<file path="config.mk">
export PLATFORM = sky130hd
export DESIGN_NAME = led_shift_sched_flat
export DESIGN_NICKNAME = d
export VERILOG_FILES = /design/src/rtl/led_shift_sched_if.sv /design/src/rtl/led_shift_sched.sv /design/src/flat_wrapper.sv
export SDC_FILE = /design/constraint.sdc
export NUM_CORES = 1
export LEC_CHECK = 0
export BUFFER_PORTS_ARGS = -buffer_cell sky130_fd_sc_hd__buf_4
export CAP_MARGIN = 10
export CORE_AREA = 4 4 138 100
export DETAILED_ROUTE_END_ITERATION = 10
export DIE_AREA = 0 0 142 104
export GPL_TIMING_DRIVEN = 0
export PLACE_DENSITY = 0.67
export SLEW_MARGIN = 0
export SYNTH_ARGS = -nofsm -noshare
export SYNTH_HDL_FRONTEND = slang
export SYNTH_SLANG_ARGS = --single-unit
</file>
<file path="constraint.sdc">
create_clock -name clk -period 2.4 [get_ports clk]
set_input_delay 0.12 -clock clk [delete_from_list [all_inputs] [get_ports clk]]
set_output_delay 0.12 -clock clk [all_outputs]
set_load 0.01 [all_outputs]
</file>
<file path="src/rtl/led_shift_sched_if.sv">
`default_nettype none
// ============================================================================
// Module      : led_shift_sched_if
// Description : Bus between two transfer requesters and the LED shift
//               scheduler. It carries the request/data/ack/done handshake for
//               both requesters, the serial LED shifter pins and the status
//               outputs.
//               master : drives en, req0/req1, data0/data1; observes the rest
//               slave  : the scheduler side
// Revision    : 1.0 - initial release
// ============================================================================
interface led_shift_sched_if;
    logic        en;
    logic        req0;
    logic        req1;
    logic [31:0] data0;
    logic [31:0] data1;
    logic        ack0;
    logic        ack1;
    logic        done0;
    logic        done1;
    logic        owner;
    logic        busy;
    logic        led_clk;
    logic        led_sout;
    logic        led_clrn;
    logic        led_pen;
    logic [31:0] shown_data;

    modport master (
        output en, req0, req1, data0, data1,
        input  ack0, ack1, done0, done1, owner, busy,
        input  led_clk, led_sout, led_clrn, led_pen, shown_data
    );

    modport slave (
        input  en, req0, req1, data0, data1,
        output ack0, ack1, done0, done1, owner, busy,
        output led_clk, led_sout, led_clrn, led_pen, shown_data
    );
endinterface
`default_nettype wire

</file>
<file path="src/rtl/led_shift_sched.sv">
`default_nettype none
// ============================================================================
// Module      : led_shift_sched
// Description : Round-robin scheduler for two requesters (CPU GPIO path on
//               index 0, display refresh path on index 1) sharing one serial
//               LED shift-register chain. A granted 32-bit word is shifted
//               out MSB first with DIV-cycle half periods on led_clk, then
//               latched with a DIV-cycle led_pen pulse.
// Ports       : clk  - system clock, rising edge
//               rst  - asynchronous reset, active low
//               bus  - led_shift_sched_if.slave (handshake, LED pins, status)
// Parameters  : DIV  - led_clk half period in clk cycles (1..255)
// Revision    : 1.0 - initial release
// ============================================================================
module led_shift_sched #(
    parameter int DIV = 2
) (
    input  wire logic           clk,
    input  wire logic           rst,
    led_shift_sched_if.slave    bus
);

    typedef enum logic [2:0] {
        S_IDLE     = 3'd0,
        S_LOAD     = 3'd1,
        S_SHIFT_LO = 3'd2,
        S_SHIFT_HI = 3'd3,
        S_LATCH    = 3'd4,
        S_DONE     = 3'd5
    } state_t;

    localparam logic [7:0] c_div_last = 8'(DIV - 1);

    state_t      r_state;
    logic [7:0]  r_div_cnt;
    logic [4:0]  r_bit_cnt;
    logic [31:0] r_shreg;
    logic [31:0] r_word;
    logic [31:0] r_shown_data;
    logic        r_ack0;
    logic        r_ack1;
    logic        r_done0;
    logic        r_done1;
    logic        r_owner;
    logic        r_last_grant;
    logic        r_busy;
    logic        r_led_clk;
    logic        r_led_sout;
    logic        r_led_clrn;
    logic        r_led_pen;

    logic        w_grant;
    logic [31:0] w_grant_data;
    logic        w_div_end;

    // With both requesters pending, the one not served last time wins.
    always_comb begin
        w_grant      = (bus.req0 && bus.req1) ? ~r_last_grant : bus.req1;
        w_grant_data = w_grant ? bus.data1 : bus.data0;
        w_div_end    = (r_div_cnt == c_div_last);
    end

    // Every output is registered; each transition also sets the output values
    // belonging to the state being entered.
    always_ff @(posedge clk or negedge rst) begin
        if (!rst) begin
            r_state      <= S_IDLE;
            r_div_cnt    <= '0;
            r_bit_cnt    <= '0;
            r_shreg      <= '0;
            r_word       <= '0;
            r_shown_data <= '0;
            r_ack0       <= 1'b0;
            r_ack1       <= 1'b0;
            r_done0      <= 1'b0;
            r_done1      <= 1'b0;
            r_owner      <= 1'b0;
            r_last_grant <= 1'b1;   // requester 0 wins the first contention
            r_busy       <= 1'b0;
            r_led_clk    <= 1'b0;
            r_led_sout   <= 1'b0;
            r_led_clrn   <= 1'b0;
            r_led_pen    <= 1'b0;
        end else begin
            r_led_clrn <= 1'b1;
            r_ack0     <= 1'b0;
            r_ack1     <= 1'b0;
            r_done0    <= 1'b0;
            r_done1    <= 1'b0;

            case (r_state)
                S_IDLE: begin
                    r_div_cnt <= '0;
                    if (bus.en && (bus.req0 || bus.req1)) begin
                        r_state      <= S_LOAD;
                        r_busy       <= 1'b1;
                        r_owner      <= w_grant;
                        r_last_grant <= w_grant;
                        r_ack0       <= ~w_grant;
                        r_ack1       <= w_grant;
                        r_shreg      <= w_grant_data;
                        // r_word keeps the unshifted copy for shown_data
                        r_word       <= w_grant_data;
                    end
                end

                S_LOAD: begin
                    r_state    <= S_SHIFT_LO;
                    r_div_cnt  <= '0;
                    r_led_clk  <= 1'b0;
                    r_led_sout <= r_shreg[31];
                end

                S_SHIFT_LO: begin
                    if (w_div_end) begin
                        r_state   <= S_SHIFT_HI;
                        r_div_cnt <= '0;
                        r_led_clk <= 1'b1;
                    end else begin
                        r_div_cnt <= r_div_cnt + 8'd1;
                    end
                end

                S_SHIFT_HI: begin
                    if (w_div_end) begin
                        r_div_cnt <= '0;
                        r_led_clk <= 1'b0;
                        r_shreg   <= {r_shreg[30:0], 1'b0};
                        // 5-bit count wraps 31->0 exactly when entering LATCH
                        r_bit_cnt <= r_bit_cnt + 5'd1;
                        if (r_bit_cnt == 5'd31) begin
                            r_state    <= S_LATCH;
                            r_led_pen  <= 1'b1;
                            r_led_sout <= 1'b0;
                        end else begin
                            r_state    <= S_SHIFT_LO;
                            // next MSB, i.e. bit 30 of the pre-shift value
                            r_led_sout <= r_shreg[30];
                        end
                    end else begin
                        r_div_cnt <= r_div_cnt + 8'd1;
                    end
                end

                S_LATCH: begin
                    if (w_div_end) begin
                        r_state      <= S_DONE;
                        r_div_cnt    <= '0;
                        r_led_pen    <= 1'b0;
                        r_done0      <= ~r_owner;
                        r_done1      <= r_owner;
                        r_shown_data <= r_word;
                    end else begin
                        r_div_cnt <= r_div_cnt + 8'd1;
                    end
                end

                S_DONE: begin
                    r_state   <= S_IDLE;
                    r_div_cnt <= '0;
                    r_busy    <= 1'b0;
                end

                default: begin
                    r_state    <= S_IDLE;
                    r_div_cnt  <= '0;
                    r_busy     <= 1'b0;
                    r_led_clk  <= 1'b0;
                    r_led_sout <= 1'b0;
                    r_led_pen  <= 1'b0;
                end
            endcase
        end
    end

    assign bus.ack0       = r_ack0;
    assign bus.ack1       = r_ack1;
    assign bus.done0      = r_done0;
    assign bus.done1      = r_done1;
    assign bus.owner      = r_owner;
    assign bus.busy       = r_busy;
    assign bus.led_clk    = r_led_clk;
    assign bus.led_sout   = r_led_sout;
    assign bus.led_clrn   = r_led_clrn;
    assign bus.led_pen    = r_led_pen;
    assign bus.shown_data = r_shown_data;

endmodule
`default_nettype wire

</file>
<file path="src/flat_wrapper.sv">
// flat-port wrapper written by rule: the top's interface ports become plain ports
module led_shift_sched_flat 
#(
    parameter int DIV = 2
)
  (clk, rst, bus_en, bus_req0, bus_req1, bus_data0, bus_data1, bus_ack0, bus_ack1, bus_done0, bus_done1, bus_owner, bus_busy, bus_led_clk, bus_led_sout, bus_led_clrn, bus_led_pen, bus_shown_data);
  led_shift_sched_if bus_i ();
  input  wire logic clk;
  input  wire logic rst;
  input wire logic [$bits(bus_i.en)-1:0] bus_en;
  input wire logic [$bits(bus_i.req0)-1:0] bus_req0;
  input wire logic [$bits(bus_i.req1)-1:0] bus_req1;
  input wire logic [$bits(bus_i.data0)-1:0] bus_data0;
  input wire logic [$bits(bus_i.data1)-1:0] bus_data1;
  output wire logic [$bits(bus_i.ack0)-1:0] bus_ack0;
  output wire logic [$bits(bus_i.ack1)-1:0] bus_ack1;
  output wire logic [$bits(bus_i.done0)-1:0] bus_done0;
  output wire logic [$bits(bus_i.done1)-1:0] bus_done1;
  output wire logic [$bits(bus_i.owner)-1:0] bus_owner;
  output wire logic [$bits(bus_i.busy)-1:0] bus_busy;
  output wire logic [$bits(bus_i.led_clk)-1:0] bus_led_clk;
  output wire logic [$bits(bus_i.led_sout)-1:0] bus_led_sout;
  output wire logic [$bits(bus_i.led_clrn)-1:0] bus_led_clrn;
  output wire logic [$bits(bus_i.led_pen)-1:0] bus_led_pen;
  output wire logic [$bits(bus_i.shown_data)-1:0] bus_shown_data;
  assign bus_i.en = bus_en;
  assign bus_i.req0 = bus_req0;
  assign bus_i.req1 = bus_req1;
  assign bus_i.data0 = bus_data0;
  assign bus_i.data1 = bus_data1;
  assign bus_ack0 = bus_i.ack0;
  assign bus_ack1 = bus_i.ack1;
  assign bus_done0 = bus_i.done0;
  assign bus_done1 = bus_i.done1;
  assign bus_owner = bus_i.owner;
  assign bus_busy = bus_i.busy;
  assign bus_led_clk = bus_i.led_clk;
  assign bus_led_sout = bus_i.led_sout;
  assign bus_led_clrn = bus_i.led_clrn;
  assign bus_led_pen = bus_i.led_pen;
  assign bus_shown_data = bus_i.shown_data;
  led_shift_sched #(.DIV(DIV)) u_core (.clk(clk), .rst(rst), .bus(bus_i));
endmodule
</file>
==> results of run 1 <==
[flip-flops by register name (all words and copies together) (netlist names), 3 cells and up]
name	cells
u_core.r_word	32
u_core.r_state	3
u_core.r_bit_cnt	5
u_core.r_div_cnt	8
u_core.r_shreg	32
u_core.bus.shown_data	32
[power by group through the flow]
stage | Clock, mW | Combinational [mW] | Sequential, mW
2_1_floorplan | 0 | 0.122 | 2.17
3_3_place_gp | 0 | 0.284 | 2.18
3_5_place_dp | 0 | 0.296 | 2.18
4_1_cts | 2.67 | 0.358 | 2.14
5_1_grt | 2.77 | 0.394 | 2.15
6_report | 2.63 | 0.356 | 2.14
[what timing repair did]
action / 4_1_cts / 5_1_grt
setup buffers: 0 / 0
gates resized for setup: 1 / 4
endpoints found under the hold margin: 76 / 0
gates cloned: 0 / 0
hold buffers: 45 / 0
pin swaps: 0 / 1
setup endpoints to repair: 15 / 18
[critical path: stages (launching register included)]
cell and delay (ns):
dfrtp_1 0.38, inv_1 0.06, ha_1 0.13, or4b_4 0.50, or2_0 0.25, buf_6 0.14
o21ai_4 0.22, buf_8 0.20, mux2_4 0.31
[routing by layer]
| layer | global-route usage [%] | part of all wire, % |
|---|---|---|
| met1 | 27.1 | 47 |
| met2 | 30.1 | 45 |
| met3 | 5.24 | 7.1 |
| met4 | 4.86 | 0.82 |
| met5 | 0 | 0 |
[placed cells by master (no fill, tap or decap), types with 2 or more instances in the layout]
| cell | n |
|---|---|
| dfrtp_1 | 122 |
| clkbuf_16 | 17 |
| inv_1 | 4 |
| xnor2_1 | 5 |
| a21oi_1 | 3 |
| dlygate4sd3_1 | 45 |
| clkinvlp_4 | 4 |
| mux2_2 | 35 |
| clkbuf_1 | 24 |
| o21ai_0 | 7 |
| and3_1 | 4 |
| buf_6 | 2 |
| bufinv_16 | 3 |
| xor2_1 | 5 |
| buf_8 | 3 |
| mux2i_1 | 2 |
| nand3_1 | 5 |
| clkinv_4 | 4 |
| buf_4 | 109 |
| nand2_1 | 66 |
| a21o_1 | 5 |
| nor2_1 | 78 |
| buf_2 | 3 |
| ha_1 | 4 |
| mux2_4 | 30 |
| nor3_1 | 4 |
| a31oi_1 | 61 |
| nand3b_1 | 2 |
[stage by stage]
stage / hold WS, ns / area, um2 / setup TNS [ns] / setup slack, ns / std cells
global placement: 0.419 / 6520 / -0.158 / -0.0273 / 766
global route: 0.0162 / 7630 / -0.172 / -0.0422 / 844
finish: 0.0139 / 7630 / 0 / 0.0607 / 844
detailed placement: 0.103 / 6550 / -0.338 / -0.0665 / 767
CTS: 0.000188 / 7620 / 0 / 0.0484 / 844
floorplan: -0.176 / 5490 / 0 / 0.217 / 494
[how the worst max path moves through the flow]
stage	from	endpoint	slack (ns)	depth (start not counted)
4_1_cts	u_core.r_div_cnt[1]$_DFF_PN0_	u_core.r_shreg[22]$_DFFE_PN0P_	0.05	8
5_1_grt	u_core.r_state[0]$_DFFE_PN0P_	u_core.r_bit_cnt[1]$_DFFE_PN0P_	-0.04	5
3_3_place_gp	u_core.r_state[0]$_DFFE_PN0P_	u_core.r_word[6]$_DFFE_PN0P_	-0.03	5
6_report	u_core.r_div_cnt[1]$_DFF_PN0_	u_core.r_shreg[22]$_DFFE_PN0P_	0.06	8
3_5_place_dp	u_core.r_state[0]$_DFFE_PN0P_	u_core.r_word[1]$_DFFE_PN0P_	-0.07	5
2_1_floorplan	u_core.r_div_cnt[1]$_DFF_PN0_	u_core.r_shreg[10]$_DFFE_PN0P_	0.22	8
[layout make-up]
cell class | instances | area share [%]
Timing Repair Buffer | 156 | 17.1
Clock inverter | 13 | 2.21
Buffer | 31 | 2.11
Multi-Input combinational cell | 336 | 29.6
Tap cell | 162 | 2.65
Clock buffer | 19 | 5.80
Sequential cell | 123 | 40.3
Inverter | 4 | 0.197
[cells by family after synthesis]
group / Yosys count / synth area share [%]
AO/OA/AOI/OAI: 84 / 9.86
buffers and inverters: 35 / 3.01
other: 1 / 0.0683
AND/OR/NAND/NOR: 170 / 12.8
adder cells (fa/ha/maj): 4 / 0.911
flip-flops: 123 / 56.1
multiplexers: 67 / 15.7
XOR/XNOR: 10 / 1.59
==> metrics.md, run 1 <==
| Metric | Value |
|---|---|
| Clock skew | 0.00831 ns |
| DIE HEIGHT | 104 um |
| WL per Instance | 16.8 um |
| Sequential power share | 41.8% |
| Total number of vias | 4433 |
| Bufs on Longest Clock Path | 2 |
| Combinational share of power | 6.9% |
| Number of port buffers | 110 |
| Nature of the critical path endpoint | flip-flop |
| Layout cells sized above 1 | 32.4% |
| Worst Hold Launch | bus_data0[25] |
| Reg2Reg Launch Point | u_core.r_div_cnt[1]$_DFF_PN0_ |
| Syn Std Cell Area | 5490 um2 |
| Die ar. | 14800 um2 |
| Register bit total from synthesis | 123 |
| Pleak | 3.72 nW |
| Maximum clock rate | 427 MHz |
| Most common cell in the synthesized netlist | dfrtp_1 |
| NetSw | 1.16 mW |
| Synth Flop Type | dfrtp_1 |
| Max Cap Viol | 0 |
| Synth-to-layout area growth | 39.0% |
| FF+latch area | 3080 um2 |
| Pin count of the biggest net entering global routing | 73 |
| Chip Width | 142 um |
| Num ports | 111 |
| Antenna Cells | 0 |
| Nets@finish | 742 |
| Worst EP arrival | 2.63 ns |
| Final hold violation count | 0 |
| Post-synthesis cell type count | 42 |
| Number of global-route vias before repair | 4531 |
| DRT iter0 DRCs | 262 |
| Number of buffers created by CTS | 17 |
| Status | finished clean |
| Worst IR Drop VDD | 0.000528 V |
| EDFF count, synth | 0 |
| Worst-path fanout max | 10 |
| RD Place Congestion | 0.830 |
| Share of flip-flops with an asynchronous set or reset | 100% |
| Total power | 5.13 mW |
| Ys Warns | 0 |
| Pint | 3.97 mW |
| Reg2Reg Setup Slack | 0.06 ns |
| Rel. slew slack | 46.2% |
| Starting Density | 44.4% |
| Data required, critical path | 2.69 ns |
| Unrepaired setup endpoints after global routing | yes |
| Syn nets | 567 |
| Routed Antenna Nets | 0 |
| Vias/cell | 5.25 |
| Synth area leaders | dfrtp_1 56%, mux2_4 8.2%, mux2_2 7.2% |
| Period minus WS final | 2.34 ns |
| Initial antenna violation count | 0 |
| Tcrit/Tclk final | 97.5% |
| CTS tree | yes |
| Reg2reg end | u_core.r_shreg[22]$_DFFE_PN0P_ |
| Post-DP HPWL | 9.63 mm |
| Worst skew pair latency | 0.41 ns |
| Share of the synthesized area in the top cell type | 55.6% |
| Clock share of power | 51.3% |
| First-pass GRT wire length | 22.7 mm |
| Total GRT Usage | 19.4% |
| Multi-input gate area | 2260 um2 |
| Core area | 12400 um2 |
| Clock sinks | 123 |
| Setup crit start kind | flip-flop |
| Slew Viols, Final | 0 |
| Post-synthesis sequential area ratio | 56.1% |
| List of most frequent post-synthesis cells | 122 x dfrtp_1, 78 x nor2_1, 67 x nand2_1, 61 x a31oi_1, 35 x mux2_2 |
| Fillers | 996 |
| Power Density | 672 nW/um2 |
| Min-Delay Path Depth | 3 |
| H-tree Lvls | 4 |
| Synthesized area per cell | 11.1 um2 |
| Worst Setup Path Type | reg2reg |
| Worst hold path type | in2reg |
| Hold Path End | u_core.r_word[25]$_DFFE_PN0P_ |
| Reg2reg path depth | 8 |
| FP Rows | 34 |
| Switching part of the total | 22.6% |
| GRT overflow | 0 |
| Post-Route Utilization | 61.7% |
| Final wirelength | 14.2 mm |
| Area leader, netlist | dfrtp_1 |
| Mapped Cells | 494 |
| Worst-margin pin slew | 0.801 ns |
| DRT Pass-1 Iters | 4 |
| Final setup fails | 0 |
| Clock Tree Root | clkbuf_16 |
| Drc violations | 0 |
| Clock-pin slew on the worst setup and hold paths | 0.06 ns |
Power figures use the tool's default switching activity.
==> run 2, diff against run 1 <==
ABC_AREA = 1   (was default)
CORE_AREA = 4 4 144 104   (was 4 4 138 100)
DIE_AREA = 0 0 148 108   (was 0 0 142 104)
==> run 2 against run 1 <==
Global-route usage is 0.91 points higher. Clock power is 3% higher. Synthesized cell count is 50% higher. Combinational power grew to 8.7 times the previous value. Wire length is 9.7% higher. Via count is 19% higher. Synthesized area is 9.5% higher. Setup slack better by 0.45 ns.
==> metrics.md, run 2 <==
| Metric | Value |
|---|---|
| Worst skew pair latency | 0.41 ns (about the same) |
| Worst hold path type | in2reg (unchanged) |
| Metal2 WL | 6.57 mm (was 6.39 mm) |
| Post-Route Setup TNS | 0 ns (unchanged) |
| Ys Warns | 0 (unchanged) |
| List of most frequent post-synthesis cells | 232 x nand2_1, 122 x dfrtp_1, 103 x nand3_1, 79 x inv_1, 48 x o21ai_0 (was 122 x dfrtp_1, 78 x nor2_1, 67 x nand2_1, 61 x a31oi_1, 35 x mux2_2) |
| Starting Density | 43.9% (was 44.4%) |
| Met1 WL | 7.81 mm (was 6.68 mm) |
| Synthesized area per cell | 8.10 um2 (was 11.1 um2) |
| Clock skew | 0.00756 ns (was 0.00831 ns) |
| DIE HEIGHT | 108 um (was 104 um) |
| Switching part of the total | 37.0% (was 22.6%) |
| Syn Std Cell Area | 6020 um2 (was 5490 um2) |
| Bufs on Longest Clock Path | 2 (unchanged) |
| First-pass GRT wire length | 25.7 mm (was 22.7 mm) |
| Commonest non-fill, non-tap cell in the layout | nand2_1 (was dfrtp_1) |
| Worst EP arrival | 2.16 ns (was 2.63 ns) |
| Final setup fails | 0 (unchanged) |
| Core area | 13700 um2 (was 12400 um2) |
| Total GRT Usage | 20.3% (was 19.4%) |
| Period minus WS final | 1.89 ns (was 2.34 ns) |
| Num ports | 111 (unchanged) |
| CTS tree | yes (unchanged) |
| Drc violations | 0 (unchanged) |
| Status | finished clean (unchanged) |
| Pin count of the biggest net entering global routing | 95 (was 73) |
| Number of buffers created by CTS | 17 (unchanged) |
| Combinational share of power | 35.1% (was 6.9%) |
| Rel. slew slack | 65.4% (was 46.2%) |
| Design area | 7740 um2 (was 7630 um2) |
| Setup bufs post-CTS | 0 (unchanged) |
| Worst Setup Path Type | reg2reg (unchanged) |
| Final hold violation count | 0 (unchanged) |
| Synth area leaders | dfrtp_1 51%, nand2_1 14%, nand3_1 8.6% (was dfrtp_1 56%, mux2_4 8.2%, mux2_2 7.2%) |
| Register bit total from synthesis | 123 (unchanged) |
| Clock Tree Root | clkbuf_16 (unchanged) |
| Worst-path fanout max | 10 (unchanged) |
| Pint | 5.56 mW (was 3.97 mW) |
| Most common cell in the synthesized netlist | nand2_1 (was dfrtp_1) |
| FF+latch area | 3080 um2 (unchanged) |
| Tcrit/Tclk final | 78.6% (was 97.5%) |
| Mapped Cells | 743 (was 494) |
| Met3 wire len | 1.09 mm (was 1.00 mm) |
| Vias/cell | 4.92 (was 5.25) |
| Slew Viols, Final | 0 (unchanged) |
| Synth-to-layout area growth | 28.6% (was 39.0%) |
| Final wirelength | 15.6 mm (was 14.2 mm) |
| Unrepaired setup endpoints after global routing | no (was yes) |
| Worst IR Drop VDD | 0.000722 V (was 0.000528 V) |
| Top Layer Used | met4 (unchanged) |
| Post-synthesis sequential area ratio | 51.2% (was 56.1%) |
| Clock-pin slew on the worst setup and hold paths | 0.06 ns (about the same) |
| WL per Instance | 14.5 um (was 16.8 um) |
| Routed Antenna Nets | 0 (unchanged) |
| Synth Flop Type | dfrtp_1 (unchanged) |
| Initial antenna violation count | 0 (unchanged) |
| Share of flip-flops with an asynchronous set or reset | 100% (unchanged) |
| Post-DP Area | 7100 um2 (was 6550 um2) |
| Power Density | 1140 nW/um2 (was 672 nW/um2) |
| Area leader, netlist | dfrtp_1 (unchanged) |
| DRT Pass-1 Iters | 5 (was 4) |
| Nets@finish | 946 (was 742) |
| H-tree Lvls | 4 (unchanged) |
| Syn nets | 816 (was 567) |
| Antenna Cells | 0 (unchanged) |
| RD Place Congestion | 0.851 (was 0.830) |
| EDFF count, synth | 0 (unchanged) |
| Clock sinks | 123 (unchanged) |
| Post-CTS sizing | 0 (was 1) |
| GRT overflow | 0 (unchanged) |
| Maximum clock rate | 530 MHz (was 427 MHz) |
| Worst-margin pin slew | 0.520 ns (was 0.801 ns) |
| Data required, critical path | 2.67 ns (was 2.69 ns) |
| Share of the synthesized area in the top cell type | 50.7% (was 55.6%) |
| Max Cap Viol | 0 (unchanged) |
| Fillers | 1246 (was 996) |
| Die ar. | 16000 um2 (was 14800 um2) |
| Leading cell types in the layout, fill and taps excluded | 232 x nand2_1, 122 x dfrtp_1, 108 x buf_4 (was 122 x dfrtp_1, 109 x buf_4, 78 x nor2_1) |
| Setup crit start kind | flip-flop (unchanged) |
| Nature of the critical path endpoint | flip-flop (unchanged) |
| Number of port buffers | 109 (was 110) |
| Pleak | 4.08 nW (was 3.72 nW) |
| Chip Width | 148 um (was 142 um) |
| Post-synthesis cell type count | 31 (was 42) |
| NetSw | 3.27 mW (was 1.16 mW) |
| Number of global-route vias before repair | 5125 (was 4531) |
| DRT iter0 DRCs | 500 (was 262) |
| Multi-input gate area | 2360 um2 (was 2260 um2) |
| Layout cells sized above 1 | 21.9% (was 32.4%) |
| FP Rows | 36 (was 34) |
| Post-DP HPWL | 11.0 mm (was 9.63 mm) |
| Total number of vias | 5295 (was 4433) |
| Sequential power share | 34.2% (was 41.8%) |
| Clock share of power | 30.7% (was 51.3%) |
## run 2: path summary, 6_finish.rpt
kind                                                  from                                     to  slack (ns)  cells past startpoint
max in group asynchronous                              rst          u_core.r_word[17]$_DFFE_PN0P_        1.50                      3
hold reg to reg               u_core.bus.owner$_DFFE_PN0P_             u_core.bus.done0$_DFF_PN0_        0.46                      1
setup reg to reg           u_core.r_last_grant$_DFFE_PN1P_           u_core.r_word[0]$_DFFE_PN0P_        0.51                      6
setup / recovery           u_core.r_last_grant$_DFFE_PN1P_           u_core.r_word[0]$_DFFE_PN0P_        0.51                      6
hold / removal                                bus_data0[7]           u_core.r_word[7]$_DFFE_PN0P_        0.06                      5
min in group asynchronous                              rst  u_core.bus.shown_data[28]$_DFFE_PN0P_        0.15                      2
## run 2: power by group through the flow
stage / sequential (mW) / combinational, mW / clock (mW)
global placement: 3.02 / 3.03 / 0
detailed placement: 3.04 / 3.07 / 0
global route: 3.10 / 3.54 / 2.85
finish: 3.02 / 3.10 / 2.71
floorplan: 2.99 / 2.24 / 0
CTS: 3.02 / 3.10 / 2.75
## run 2: logic make-up (layout without fill, tap and decap cells)
logic type,count (synthesis),count (layout),share of synthesized area [%]
and+or+nand+nor,406,406,30.4
buffers and inverters,124,267,9.63
DFF,123,123,51.2
AOI/OAI and AO/OA,82,82,7.49
adders and majority gates,4,4,0.832
xor gates and xnor gates,3,3,0.437
other,1,1,0.0623
## run 2: area by class of cell
type,count,area share (%)
well taps,190,3.07
clock buffers,18,5.55
plain buffers,41,3.46
flip-flops and latches,123,39.8
repair buffers,111,11.1
multi-input cells,496,30.5
inverters,83,4.03
clock inverters,14,2.52
## run 2: repair_timing
action	in CTS	in global routing
hold buffers	1	0
endpoints found under the hold margin	90	0
endpoints found under the setup margin	0	0
## run 2: stage by stage
step	total power, mW	cells	util (%)	worst slack (ns)	hold WS, ns
finish	8.83	1076	56.5	0.514	0.0591
floorplan	5.23	743	-	0.979	-0.176
CTS	8.86	1076	56.5	0.579	0.0438
global placement	6.05	1042	51.7	0.608	0.442
detailed placement	6.11	1043	51.9	0.597	0.0103
global route	9.49	1076	56.5	0.413	0.0656
## run 2: worst max-delay path, stage by stage, from the launching register on
cell      delay (ns)
dfstp_2         0.53
nand2_1         0.14
nand2_1         0.23
buf_2           0.28
inv_1           0.10
o211ai_1        0.33
o21ai_0         0.14
## run 2: metal layers
metal / vias up / GRT usage, %
li1: 2638 / -
met1: 2486 / 30.7
met2: 162 / 29.4
met3: 9 / 5.45
met4: 0 / 4.42
met5: - / 0
==> run 3, diff against run 2 <==
clock period = 1.96 ns   (was 2.4 ns; I/O delays follow)
==> run 3 against run 2 <==
Fmax increased by 2.1%. Largest cell class unchanged. Critical path type unchanged. Power up 22%. Critical endpoint unchanged. First-iteration DRC count down 4.2%.
==> metrics.md, run 3 (synthesized netlist as in run 2, its figures left out) <==
| Metric | Value |
|---|---|
| Vias/cell | 4.91 (was 4.92) |
| Leading cell types in the layout, fill and taps excluded | 232 x nand2_1, 122 x dfrtp_1, 108 x buf_4 (unchanged) |
| Worst hold path type | in2reg (unchanged) |
| Starting Density | 43.9% (unchanged) |
| Number of global-route vias before repair | 5125 (unchanged) |
| Worst-path fanout max | 10 (unchanged) |
| Rel. slew slack | 65.4% (about the same) |
| Worst EP arrival | 2.12 ns (was 2.16 ns) |
| Pin count of the biggest net entering global routing | 95 (unchanged) |
| Post-Route Setup TNS | 0 ns (unchanged) |
| Bufs on Longest Clock Path | 2 (unchanged) |
| Max Cap Viol | 0 (unchanged) |
| Pleak | 4.08 nW (about the same) |
| Drc violations | 0 (unchanged) |
| Total number of vias | 5288 (was 5295) |
| Layout cells sized above 1 | 21.9% (unchanged) |
| Combinational share of power | 35.1% (about the same) |
| Switching part of the total | 37.0% (about the same) |
| DRT iter0 DRCs | 479 (was 500) |
| GRT overflow | 0 (unchanged) |
| Clock share of power | 30.7% (about the same) |
| Placed insts | 1043 (unchanged) |
| Non-Filler Instances | 1076 (unchanged) |
| Antenna Cells | 0 (unchanged) |
| Chip Width | 148 um (unchanged) |
| Routed Antenna Nets | 0 (unchanged) |
| Synth-to-layout area growth | 28.7% (was 28.6%) |
| Num ports | 111 (unchanged) |
| Final setup fails | 0 (unchanged) |
| Status | finished clean (unchanged) |
| DRT Pass-1 Iters | 5 (unchanged) |
| Number of port buffers | 109 (unchanged) |
| RD Place Congestion | 0.851 (unchanged) |
| Worst-margin pin slew | 0.519 ns (was 0.520 ns) |
| Data required, critical path | 2.23 ns (was 2.67 ns) |
| WL per Instance | 14.5 um (about the same) |
| Slew Viols, Final | 0 (unchanged) |
| Period minus WS final | 1.85 ns (was 1.89 ns) |
| Tcrit/Tclk final | 94.2% (was 78.6%) |
| NetSw | 4.01 mW (was 3.27 mW) |
| Worst IR Drop VDD | 0.000886 V (was 0.000722 V) |
| Maximum clock rate | 542 MHz (was 530 MHz) |
| Final wirelength | 15.6 mm (about the same) |
| Worst skew pair latency | 0.41 ns (about the same) |
| Worst Setup Path Type | reg2reg (unchanged) |
| Commonest non-fill, non-tap cell in the layout | nand2_1 (unchanged) |
| Die ar. | 16000 um2 (unchanged) |
| Unrepaired setup endpoints after global routing | no (unchanged) |
| Nature of the critical path endpoint | flip-flop (unchanged) |
| Power Density | 1400 nW/um2 (was 1140 nW/um2) |
| H-tree Lvls | 4 (unchanged) |
| Nets@finish | 946 (unchanged) |
| Clock-pin slew on the worst setup and hold paths | 0.06 ns (about the same) |
| Pint | 6.81 mW (was 5.56 mW) |
| Post-DP HPWL | 11.0 mm (unchanged) |
| CTS tree | yes (unchanged) |
| FP Rows | 36 (unchanged) |
| Initial antenna violation count | 0 (unchanged) |
| Clock skew | 0.00757 ns (was 0.00756 ns) |
| Final hold violation count | 0 (unchanged) |
| Core area | 13700 um2 (unchanged) |
| Total GRT Usage | 20.3% (unchanged) |
| First-pass GRT wire length | 25.7 mm (unchanged) |
| Setup crit start kind | flip-flop (unchanged) |
| Number of buffers created by CTS | 17 (unchanged) |
| Fillers | 1245 (was 1246) |
| Clock sinks | 123 (unchanged) |
| DIE HEIGHT | 108 um (unchanged) |
| Sequential power share | 34.2% (about the same) |
| Clock Tree Root | clkbuf_16 (unchanged) |
==> run 3: critical path, stage by stage (launching register included) <==
cell	delay, ns
dfstp_2	0.53
nand2_1	0.13
nand2_1	0.23
clkbuf_4	0.27
inv_1	0.08
o211ai_1	0.32
o21ai_0	0.14
==> run 3: routing by layer <==
layer	part of all wire, %	up-vias	global-route usage, %
li1	-	2637	-
met1	50	2477	30.7
met2	42	165	29.4
met3	7.1	9	5.45
met4	0.60	0	4.42
met5	0	-	0
==> run 3: path summary, 6_finish.rpt <==
path / from / end / slack (ns) / depth (start not counted)
setup / recovery: u_core.r_last_grant$_DFFE_PN1P_ / u_core.r_word[0]$_DFFE_PN0P_ / 0.11 / 6
setup reg to reg: u_core.r_last_grant$_DFFE_PN1P_ / u_core.r_word[0]$_DFFE_PN0P_ / 0.11 / 6
hold reg to reg: u_core.bus.owner$_DFFE_PN0P_ / u_core.bus.done0$_DFF_PN0_ / 0.46 / 1
min in group asynchronous: rst / u_core.bus.shown_data[28]$_DFFE_PN0P_ / 0.13 / 2
hold / removal: bus_data0[24] / u_core.r_word[24]$_DFFE_PN0P_ / 0.04 / 5
max in group asynchronous: rst / u_core.r_word[17]$_DFFE_PN0P_ / 1.08 / 3
==> run 3: power groups by stage <==
stage / combinational, mW / sequential (mW) / clock, mW
floorplan: 2.74 / 3.66 / 0
global placement: 3.71 / 3.70 / 0
detailed placement: 3.76 / 3.72 / 0
CTS: 3.79 / 3.70 / 3.36
global route: 4.34 / 3.80 / 3.48
finish: 3.80 / 3.70 / 3.32
==> run 3: through the flow <==
| step | utilization [%] | instance area (um2) | power, mW | hold slack, ns | worst slack (ns) |
|---|---|---|---|---|---|
| after floorplan | - | 6020 | 6.40 | -0.198 | 0.539 |
| after global placement | 51.7 | 7070 | 7.41 | 0.442 | 0.168 |
| after detailed placement | 51.9 | 7100 | 7.49 | -0.0117 | 0.157 |
| after CTS | 56.5 | 7740 | 10.8 | 0.0218 | 0.139 |
| after global routing | 56.5 | 7740 | 11.6 | 0.0436 | 0.0234 |
| final | 56.5 | 7740 | 10.8 | 0.0367 | 0.113 |
==> run 3: what timing repair did <==
action	in CTS	in global routing
hold buffers	1	0
gates resized for setup	0	1
endpoints found under the setup margin	0	1
hold endpoints to repair	122	0
setup buffers	0	0
==> run 3: area by class of cell <==
class / instances / area, um2 / area share, %
Sequential cell: 123 / 3080 / 39.8
Multi-Input combinational cell: 496 / 2360 / 30.5
Timing Repair Buffer: 111 / 860 / 11.1
Clock buffer: 18 / 429 / 5.54
Inverter: 83 / 312 / 4.02
Buffer: 41 / 270 / 3.49
Tap cell: 190 / 238 / 3.07
Clock inverter: 14 / 195 / 2.52
